--- config.mk ---
export PLATFORM = sky130hd
export DESIGN_NAME = mem_stage_lsu
export DESIGN_NICKNAME = d
export VERILOG_FILES = /design/src/rtl/mem_stage_lsu.sv
export SDC_FILE = /design/constraint.sdc
export NUM_CORES = 1
export LEC_CHECK = 0
export BUFFER_PORTS_ARGS = -buffer_cell sky130_fd_sc_hd__clkbuf_2
export CAP_MARGIN = 20
export CORE_MARGIN = 2
export CORE_UTILIZATION = 39
export CTS_CLUSTER_DIAMETER = 30
export DETAILED_ROUTE_END_ITERATION = 12
export GPL_TIMING_DRIVEN = 1
export HOLD_SLACK_MARGIN = 0.05
export PLACE_DENSITY = 0.64
export SLEW_MARGIN = 30
export SYNTH_ARGS = -nofsm -noshare
export SYNTH_HDL_FRONTEND = slang
export SYNTH_SLANG_ARGS = --single-unit
--- constraint.sdc ---
create_clock -name clock -period 2.15 [get_ports clock]
set_input_delay 0.215 -clock clock [delete_from_list [all_inputs] [get_ports clock]]
set_output_delay 0.215 -clock clock [all_outputs]
set_load 0.02 [all_outputs]
--- src/rtl/mem_stage_lsu.sv ---
// mem_stage_lsu: memory-stage load/store unit with byte steering, load alignment and watchdog
module mem_stage_lsu #(
    parameter int TIMEOUT = 255
) (
    input  logic        clock,
    input  logic        reset,
    input  logic        in_valid,
    output logic        in_ready,
    input  logic        in_is_load,
    input  logic        in_is_store,
    input  logic [2:0]  in_funct3,
    input  logic [31:0] in_alu_res,
    input  logic [31:0] in_store_data,
    input  logic [4:0]  in_rd,
    output logic        mem_req,
    output logic        mem_we,
    output logic [31:0] mem_addr,
    output logic [3:0]  mem_be,
    output logic [31:0] mem_wdata,
    input  logic        mem_ack,
    input  logic [31:0] mem_rdata,
    output logic        out_valid,
    output logic [31:0] out_data,
    output logic [4:0]  out_rd,
    output logic        out_wb,
    output logic        out_fault
);
    localparam logic [1:0] IDLE = 2'd0, REQ = 2'd1, DONE = 2'd2;
    logic [1:0]  state;
    logic [7:0]  wd_cnt;
    logic [2:0]  f3_q;
    logic [1:0]  off_q;
    logic        ld_q;
    logic [4:0]  rd_q;
    logic        is_mem, bad_f3, misaligned, fault;
    logic [3:0]  be;
    logic [31:0] wdata, ld_data;
    logic [7:0]  ld_byte;
    logic [15:0] ld_half;
    assign in_ready  = state == IDLE;
    assign out_valid = state == DONE;
    always_comb begin
        is_mem     = in_is_load | in_is_store;
        bad_f3     = in_is_load ? (in_funct3 == 3'd3 || in_funct3 >= 3'd6) : (in_is_store && in_funct3 >= 3'd3);
        misaligned = is_mem && ((in_funct3[1:0] == 2'd1 && in_alu_res[0]) || (in_funct3[1:0] == 2'd2 && in_alu_res[1:0] != 2'd0));
        fault      = (in_is_load & in_is_store) | bad_f3 | misaligned;
        be         = in_funct3[1:0] == 2'd0 ? 4'b0001 << in_alu_res[1:0] :
                     in_funct3[1:0] == 2'd1 ? (in_alu_res[1] ? 4'b1100 : 4'b0011) : 4'b1111;
        wdata      = in_funct3[1:0] == 2'd0 ? {4{in_store_data[7:0]}} :
                     in_funct3[1:0] == 2'd1 ? {2{in_store_data[15:0]}} : in_store_data;
        ld_byte    = mem_rdata[{off_q, 3'b000} +: 8];
        ld_half    = off_q[1] ? mem_rdata[31:16] : mem_rdata[15:0];
        // funct3[2] selects the unsigned variants of LB/LH
        ld_data    = f3_q[1:0] == 2'd0 ? {{24{~f3_q[2] & ld_byte[7]}}, ld_byte} :
                     f3_q[1:0] == 2'd1 ? {{16{~f3_q[2] & ld_half[15]}}, ld_half} : mem_rdata;
    end
    always_ff @(posedge clock) begin
        if (reset) begin
            state     <= IDLE;
            wd_cnt    <= '0;
            f3_q      <= '0;
            off_q     <= '0;
            ld_q      <= 1'b0;
            rd_q      <= '0;
            mem_req   <= 1'b0;
            mem_we    <= 1'b0;
            mem_addr  <= '0;
            mem_be    <= '0;
            mem_wdata <= '0;
            out_data  <= '0;
            out_rd    <= '0;
            out_wb    <= 1'b0;
            out_fault <= 1'b0;
        end else if (state == IDLE) begin
            if (in_valid && is_mem && !fault) begin
                state     <= REQ;
                wd_cnt    <= '0;
                f3_q      <= in_funct3;
                off_q     <= in_alu_res[1:0];
                ld_q      <= in_is_load;
                rd_q      <= in_rd;
                mem_req   <= 1'b1;
                mem_we    <= in_is_store;
                mem_addr  <= {in_alu_res[31:2], 2'b00};
                mem_be    <= be;
                mem_wdata <= wdata;
            end else if (in_valid) begin
                state     <= DONE;
                out_data  <= is_mem ? 32'd0 : in_alu_res;
                out_rd    <= in_rd;
                out_wb    <= !is_mem;
                out_fault <= is_mem;
            end
        end else if (state == REQ) begin
            if (mem_ack) begin
                state     <= DONE;
                mem_req   <= 1'b0;
                mem_we    <= 1'b0;
                out_data  <= ld_q ? ld_data : 32'd0;
                out_rd    <= rd_q;
                out_wb    <= ld_q;
                out_fault <= 1'b0;
            end else begin
                wd_cnt <= wd_cnt + 8'd1;
                if (wd_cnt == 8'(TIMEOUT - 1)) begin
                    state     <= DONE;
                    mem_req   <= 1'b0;
                    mem_we    <= 1'b0;
                    out_data  <= '0;
                    out_rd    <= rd_q;
                    out_wb    <= 1'b0;
                    out_fault <= 1'b1;
                end
            end
        end else begin
            state <= IDLE;
        end
    end
endmodule

## Word-level counts from Yosys, hierarchy flattened

Index checks and enable logic that the tools add are counted.

| operators by class | value |
|---|---|
| eq/ne operators | 13 |
| multiply operators | 0 |
| divide/modulo/power cells | 0 |
| $lt $le $gt $ge | 2 |
| mux-type cells | 51 |
| bitwise operators | 7 |
| add/subtract/negate cells | 1 |
| reduce and logical (&&, ||, !) cells | 21 |
| shift operators | 2 |

Operators with widths:

| kind | count |
|---|---|
| 32-bit 2-to-1 mux | 12 |
| 8-bit 2-to-1 mux | 4 |
| 32-bit by 6-bit indexed part select with 8-bit output | 1 |
| 5-bit 2-to-1 mux | 6 |
| 1-bit 2-to-1 mux | 19 |
| 16-bit 2-to-1 mux | 1 |
| 2-bit 2-to-1 mux | 6 |
| 4-bit 2-to-1 mux | 3 |
| 8-bit by 1-bit adder with 8-bit output (second input constant) | 1 |
| 8-bit == test (second input constant) | 1 |
| 2-bit by 1-bit == test with 1-bit output (second input constant) | 3 |
| 1-bit logical AND | 6 |
| 2-bit logical NOT | 3 |
| 2-bit inequality test (second input constant) | 3 |
| 3-bit AND reduction | 2 |
| 2-bit == test (second input constant) | 2 |
| 4-bit by 3-bit inequality test with 1-bit output (second input constant) | 1 |
| 2-bit AND reduction | 2 |
| 4-bit AND reduction | 1 |
| 2-bit nonzero test | 2 |
| 1-bit by 2-bit << shifter with 4-bit output (first input constant) | 1 |
| 1-bit AND | 3 |
| 3-bit by 2-bit == test with 1-bit output (second input constant) | 1 |
| 3-bit by 2-bit >= comparator with 1-bit output (second input constant) | 1 |
| other kinds (8) | 12 |

| word-level totals | value |
|---|---|
| output and inout port bits | 111 |
| RAM bits | 0 |
| input bits | 110 |
| flip-flop bits (word level) | 128 |
| memories | 0 |
| ROM bits | 0 |
| logic and storage cells | 112 |
| bits in latches | 0 |

## Longest topological paths before layout

| logic depth | value |
|---|---|
| depth after elaboration | 9 |
| gate-level depth with buffers | 9 |
| gate-level depth less buffers | 7 |

## Worst setup path before layout

OpenSTA, ideal clock, no wires.

| timing path | value |
|---|---|
| path type | register -> register |
| from | register state[0] |
| to | register wd_cnt[7] |
| period minus slack after synthesis | 1.965 ns |
| arrival time | 1.898 ns |
| slack | 0.185 ns |
| cell stages (with the launch flop) | 8 |
| data required time | 2.083 ns |
| path buffers | 2 |
| cell sequence | dfxtp_1 -> buf_6 -> or3b_1 -> a2111oi_4 -> a21oi_2 -> buf_6 -> or4_4 -> a21oi_2 |

| on the way | value |
|---|---|
| longest elaborated chain between the ends | 3 |
| elaborated cells on any way between the ends | 7 |
| classes of those cells | eq/ne (3); mux (1); reduce/logical (3) |

RTL lines:

| element | line | RTL |
|---|---|---|
| start: declaration | 29 | `logic [1:0] state;` |
| start signal: assignment | 59 | `state <= IDLE;` |
| start signal: assignment | 76 | `state <= REQ;` |
| start signal: assignment | 88 | `state <= DONE;` |
| 2-bit logical NOT / 2-bit by 1-bit == test with 1-bit output (equally long branches) | 74, 94 |  |
| 2-bit inequality test (no line) (tied with other cells) | -- |  |
| 3-bit AND reduction (no line) | -- |  |
| end signal: assignment | 104 | `wd_cnt <= wd_cnt + 8'd1;` |
| end: declaration | 30 | `logic [7:0] wd_cnt;` |

Parallel ways exist; a longest one is shown, timed or not.
A chain may end at the register's enable or synchronous reset.

## Worst setup path after layout

| timing path | value |
|---|---|
| from | register off_q[1] |
| to | register out_data[7] |

| on the way | value |
|---|---|
| longest elaborated chain between the ends | 7 |
| elaborated cells on any way between the ends | 8 |
| classes of those cells | shift (1); mux (7) |

RTL lines:

| element | line | RTL |
|---|---|---|
| start: declaration | 32 | `logic [1:0] off_q;` |
| start signal: assignment | 79 | `off_q <= in_alu_res[1:0];` |
| parallel branches: the longest is 2 deep, another holds 32-bit by 6-bit indexed part select with 8-bit output | -- |  |
| 32-bit 2-to-1 mux (*) | 54 | `ld_data = f3_q[1:0] == 2'd0 ? {{24{~f3_q[2] & ld_byte[7]}}, ld_byte} :` |
| 32-bit 2-to-1 mux (*) | 99 | `out_data <= ld_q ? ld_data : 32'd0;` |
| 32-bit 2-to-1 mux (*) | 95 | `if (mem_ack) begin` |
| 32-bit 2-to-1 mux (*) | 94 | `end else if (state == REQ) begin` |
| 32-bit 2-to-1 mux (*) | 74 | `end else if (state == IDLE) begin` |
| end signal: assignment | 89 | `out_data <= is_mem ? 32'd0 : in_alu_res;` |
| end signal: assignment | 99 |  |
| end: declaration | 23 | `output logic [31:0] out_data,` |

Every way passes the cells marked *. The select of a mux whose other input is x is not followed.

==> metrics <==
Routed WL 20320 microns; worst slew pin tran 0.7324 ns; Mapped Avg Cell Area 8.134 sq um; distinct cell type count after synthesis 50; pin count of the biggest net entering global routing 58; overall die area ~0.016 sq mm; final setup vio count 0; ant diodes 0; cell chain of the critical path mux2_2 -> nor4b_2 -> a2111oi_0 -> a21oi_1 -> a211oi_1; flops & latches, synth 128; Lkg Pwr roughly 0.0035 uW; Chip Height approximately 130 microns; Port Buffer Count around 220; commonest cells after routing, fill and taps aside clkbuf_2, nand2_1, dfxtp_1; proportion of synthesized area in mux cells 8.081%; root buffer cell clkbuf_16; Sw Share approximately 28%; Global Route Usage Sum 24.21%; Syn Inst Count 731; number of fill cells in the layout around 1400; # DRC 0; CTS Buffer Depth 2; Detailed Route Iter0 Violations 469; Max H-tree Level 4; worst reg-to-reg setup slack between 0.1 and 0.15 ns; combinational share of power between 10% and 20%; row count 45; Slew Viols, Final 0; first-pass GRT wire length 31150 microns; clock-pin slew on the worst setup and hold paths 0.06 ns; status complete, no violations; max_cap viols 0; Vias 6318; Tcrit/Tclk final 94.80%; Die X between 100 and 150 microns; WL per Instance 17.34 microns; peak supply drop 520.0 uV; antenna violations before repair 0; adder-cell share of the synthesized area 0.4209%; CP endpoint kind flop; Overall Power 6533 uW; TritonRoute pass-1 iters 5; clk_lat worst skew 0.41 ns; Fin Clk Skew about 0.0057 ns; clock share of power 43.2%; Final ANT Viol Nets 0; Layout Nets ~1100; Worst EP required 2.42 ns; dpl hpwl 13680 microns; Setup WS pre-CTS 0.05232 ns; Post-Syn Area roughly 0.006 sq mm; Multi-input gate area 0.003153 sq mm; register area share after synthesis 43.10%; crit path time final 2.038 ns; main combinational cell family by area after synthesis compound AO/OA/AOI/OAI gates; yosys warns 0; gpl congestion 0.8806; internal power 4713 uW; most common cell after layout, fill and taps aside clkbuf_2; Final Hold Viols 0; WS Path Type flop to flop; Vias/cell between 5 and 6; Inserted Clock Buffers 17; Core ar. 0.01503 sq mm; FF/Latch Area 0.002564 sq mm; arrival time at the worst endpoint 2.31 ns; clock sinks 128; CP max FO 6; CP Launch Type flop; starting density of the core 39.55%; FMAX 490.6 MHz; Synth-to-Final Area Change 39.86%; layout cell share with drive strength beyond 1 between 30% and 40%; Ports about 220; power density cells 785.7 mW/mm^2; slowest cell delay on critical path 0.61 ns; min-delay worst type primary input to flop; gr ovfl total 0; setup ws final between 0.1 and 0.15 ns; XOR/XNOR Fraction of Synth Area 0.1473%; CTS tree done; compound-cell area share of the yosys netlist between 20% and 30%; Slew HR around 51%; Reg power frac 39.6%; vias in the first global route 5896; RSZ-0062 raised after global routing false; Simple-Gate Fraction of Synth Area 17.02%; Sw Pwr about 1800 uW; Slowest cell on crit path nor4b_2
[stage by stage]
step / utilization, % / area [sq um] / TNS, ns / std cells / hold slack [ns]
2_1_floorplan: - / 5949 / 0 / 732 / 0.3510
3_3_place_gp: 48.72 / 7325 / -0.9204 / 1106 / 0.4429
3_5_place_dp: 48.77 / 7332 / 0 / 1106 / 0.4472
4_1_cts: 54.75 / 8230 / 0 / 1169 / 0.05075
5_1_grt: 55.31 / 8315 / 0 / 1172 / 0.06729
6_report: 55.31 / 8315 / 0 / 1172 / 0.06764
[critical path: cells and delay by family, from the launching register on]
family           cells  cell delay, ns
AO/OA/AOI/OAI        3            0.47
flip-flops           1            0.42
multiplexers         1            0.39
AND/OR/NAND/NOR      1            0.61
[path summary, 6_finish.rpt]
check | to | start | cells past startpoint
max reg2reg | out_data[7]$_SDFFE_PP0P_ | off_q[1]$_SDFFE_PP0P_ | 5
max | out_data[7]$_SDFFE_PP0P_ | off_q[1]$_SDFFE_PP0P_ | 5
min | mem_addr[31]$_SDFFE_PP0P_ | in_alu_res[31] | 3
min reg2reg | mem_addr[9]$_SDFFE_PP0P_ | mem_addr[9]$_SDFFE_PP0P_ | 2
[flip-flops by register name, summed over array words and instances (netlist names)]
name / count
out_fault: 1
mem_wdata: 32
wd_cnt: 8
mem_addr: 30
f3_q: 3
out_rd: 5
rd_q: 5
ld_q: 1
state: 2
off_q: 2
mem_we: 1
out_data: 32
out_wb: 1
mem_be: 4
mem_req: 1
[power groups by stage]
stage	registers [uW]	logic, uW	clock network (uW)
after global routing	2600	1220	2960
final	2590	1130	2820
after global placement	2630	1040	0
after floorplan	2770	467	0
after detailed placement	2630	1050	0
after CTS	2580	1090	2860
[layer usage]
metal / global-route usage [%] / up-vias / wire length [microns] / share of wire, %
met1: 33.14 / 2925 / 9104 / 45
li1: - / 3101 / - / -
met4: 9.567 / 0 / 638 / 3.1
met3: 6.323 / 48 / 1297 / 6.4
met5: 0 / - / 0 / 0
met2: 36.52 / 244 / 9280 / 46
[what timing repair did]
| action | in CTS | in global routing |
|---|---|---|
| resized for setup | 0 | 9 |
| setup buffers | 0 | 1 |
| hold buffers | 31 | 0 |
| setup endpoints to repair | 0 | 39 |
| endpoints found under the hold margin | 33 | 0 |
[kinds of logic (layout without fill, tap and decap cells)]
| logic type | Yosys count | count (layout) |
|---|---|---|
| buffers and inverters | 73 | 323 |
| adders and majority gates | 2 | 2 |
| AOI/OAI and AO/OA | 243 | 244 |
| other | 1 | 2 |
| DFF | 128 | 128 |
| and+or+nand+nor | 244 | 245 |
| muxes | 39 | 39 |
| xor gates and xnor gates | 1 | 1 |
[area by class of cell]
| type | instances | share of cell area, % |
|---|---|---|
| multi-input cells | 533 | 37.92 |
| flip-flops and latches | 128 | 30.83 |
| repair buffers | 284 | 21.04 |
| clock buffers | 23 | 6.109 |
| well taps | 188 | 2.829 |
| clock inverters | 9 | 0.9630 |
| inverters | 7 | 0.3160 |
[cell usage after synthesis, drive strengths merged]
library cell  instances  area share, %
nand2               155            9.8
nor2b                 5           0.53
a2111oi               2           0.61
nor4b                 1           0.15
buf                  28            2.7
nor2                 52            3.3
a211oi               30            3.8
a21o                  1           0.13
mux2                  2           0.38
and2                  2           0.21
inv                   6           0.38
o21ai                33            2.8
o31a                  1           0.15
nor4                  2           0.32
o22ai                 2           0.21
conb                  1          0.063
or4                   2           0.32
dfxtp               128             43
or3                   3           0.32
or3b                  1           0.15
nand3b                1           0.13
o41ai                 1           0.15
clkbuf               38            2.4
o211a                 1           0.17
a32oi                 1           0.15
o21bai                2           0.25
a311oi               38            5.6
o31ai                 2           0.25
a31oi                 1           0.11
a221oi                1           0.15
nand4                 1           0.11
o211ai                8            1.0
nor3                  2           0.17
xor2                  1           0.15
a21oi               118             10
mux4                  7            2.7
mux2i                30            5.1
ha                    2           0.42
a22oi                 1           0.13
nand3                12            1.0
clkinv                1          0.063
nand2b                5           0.53
Power figures use the tool's default switching activity.
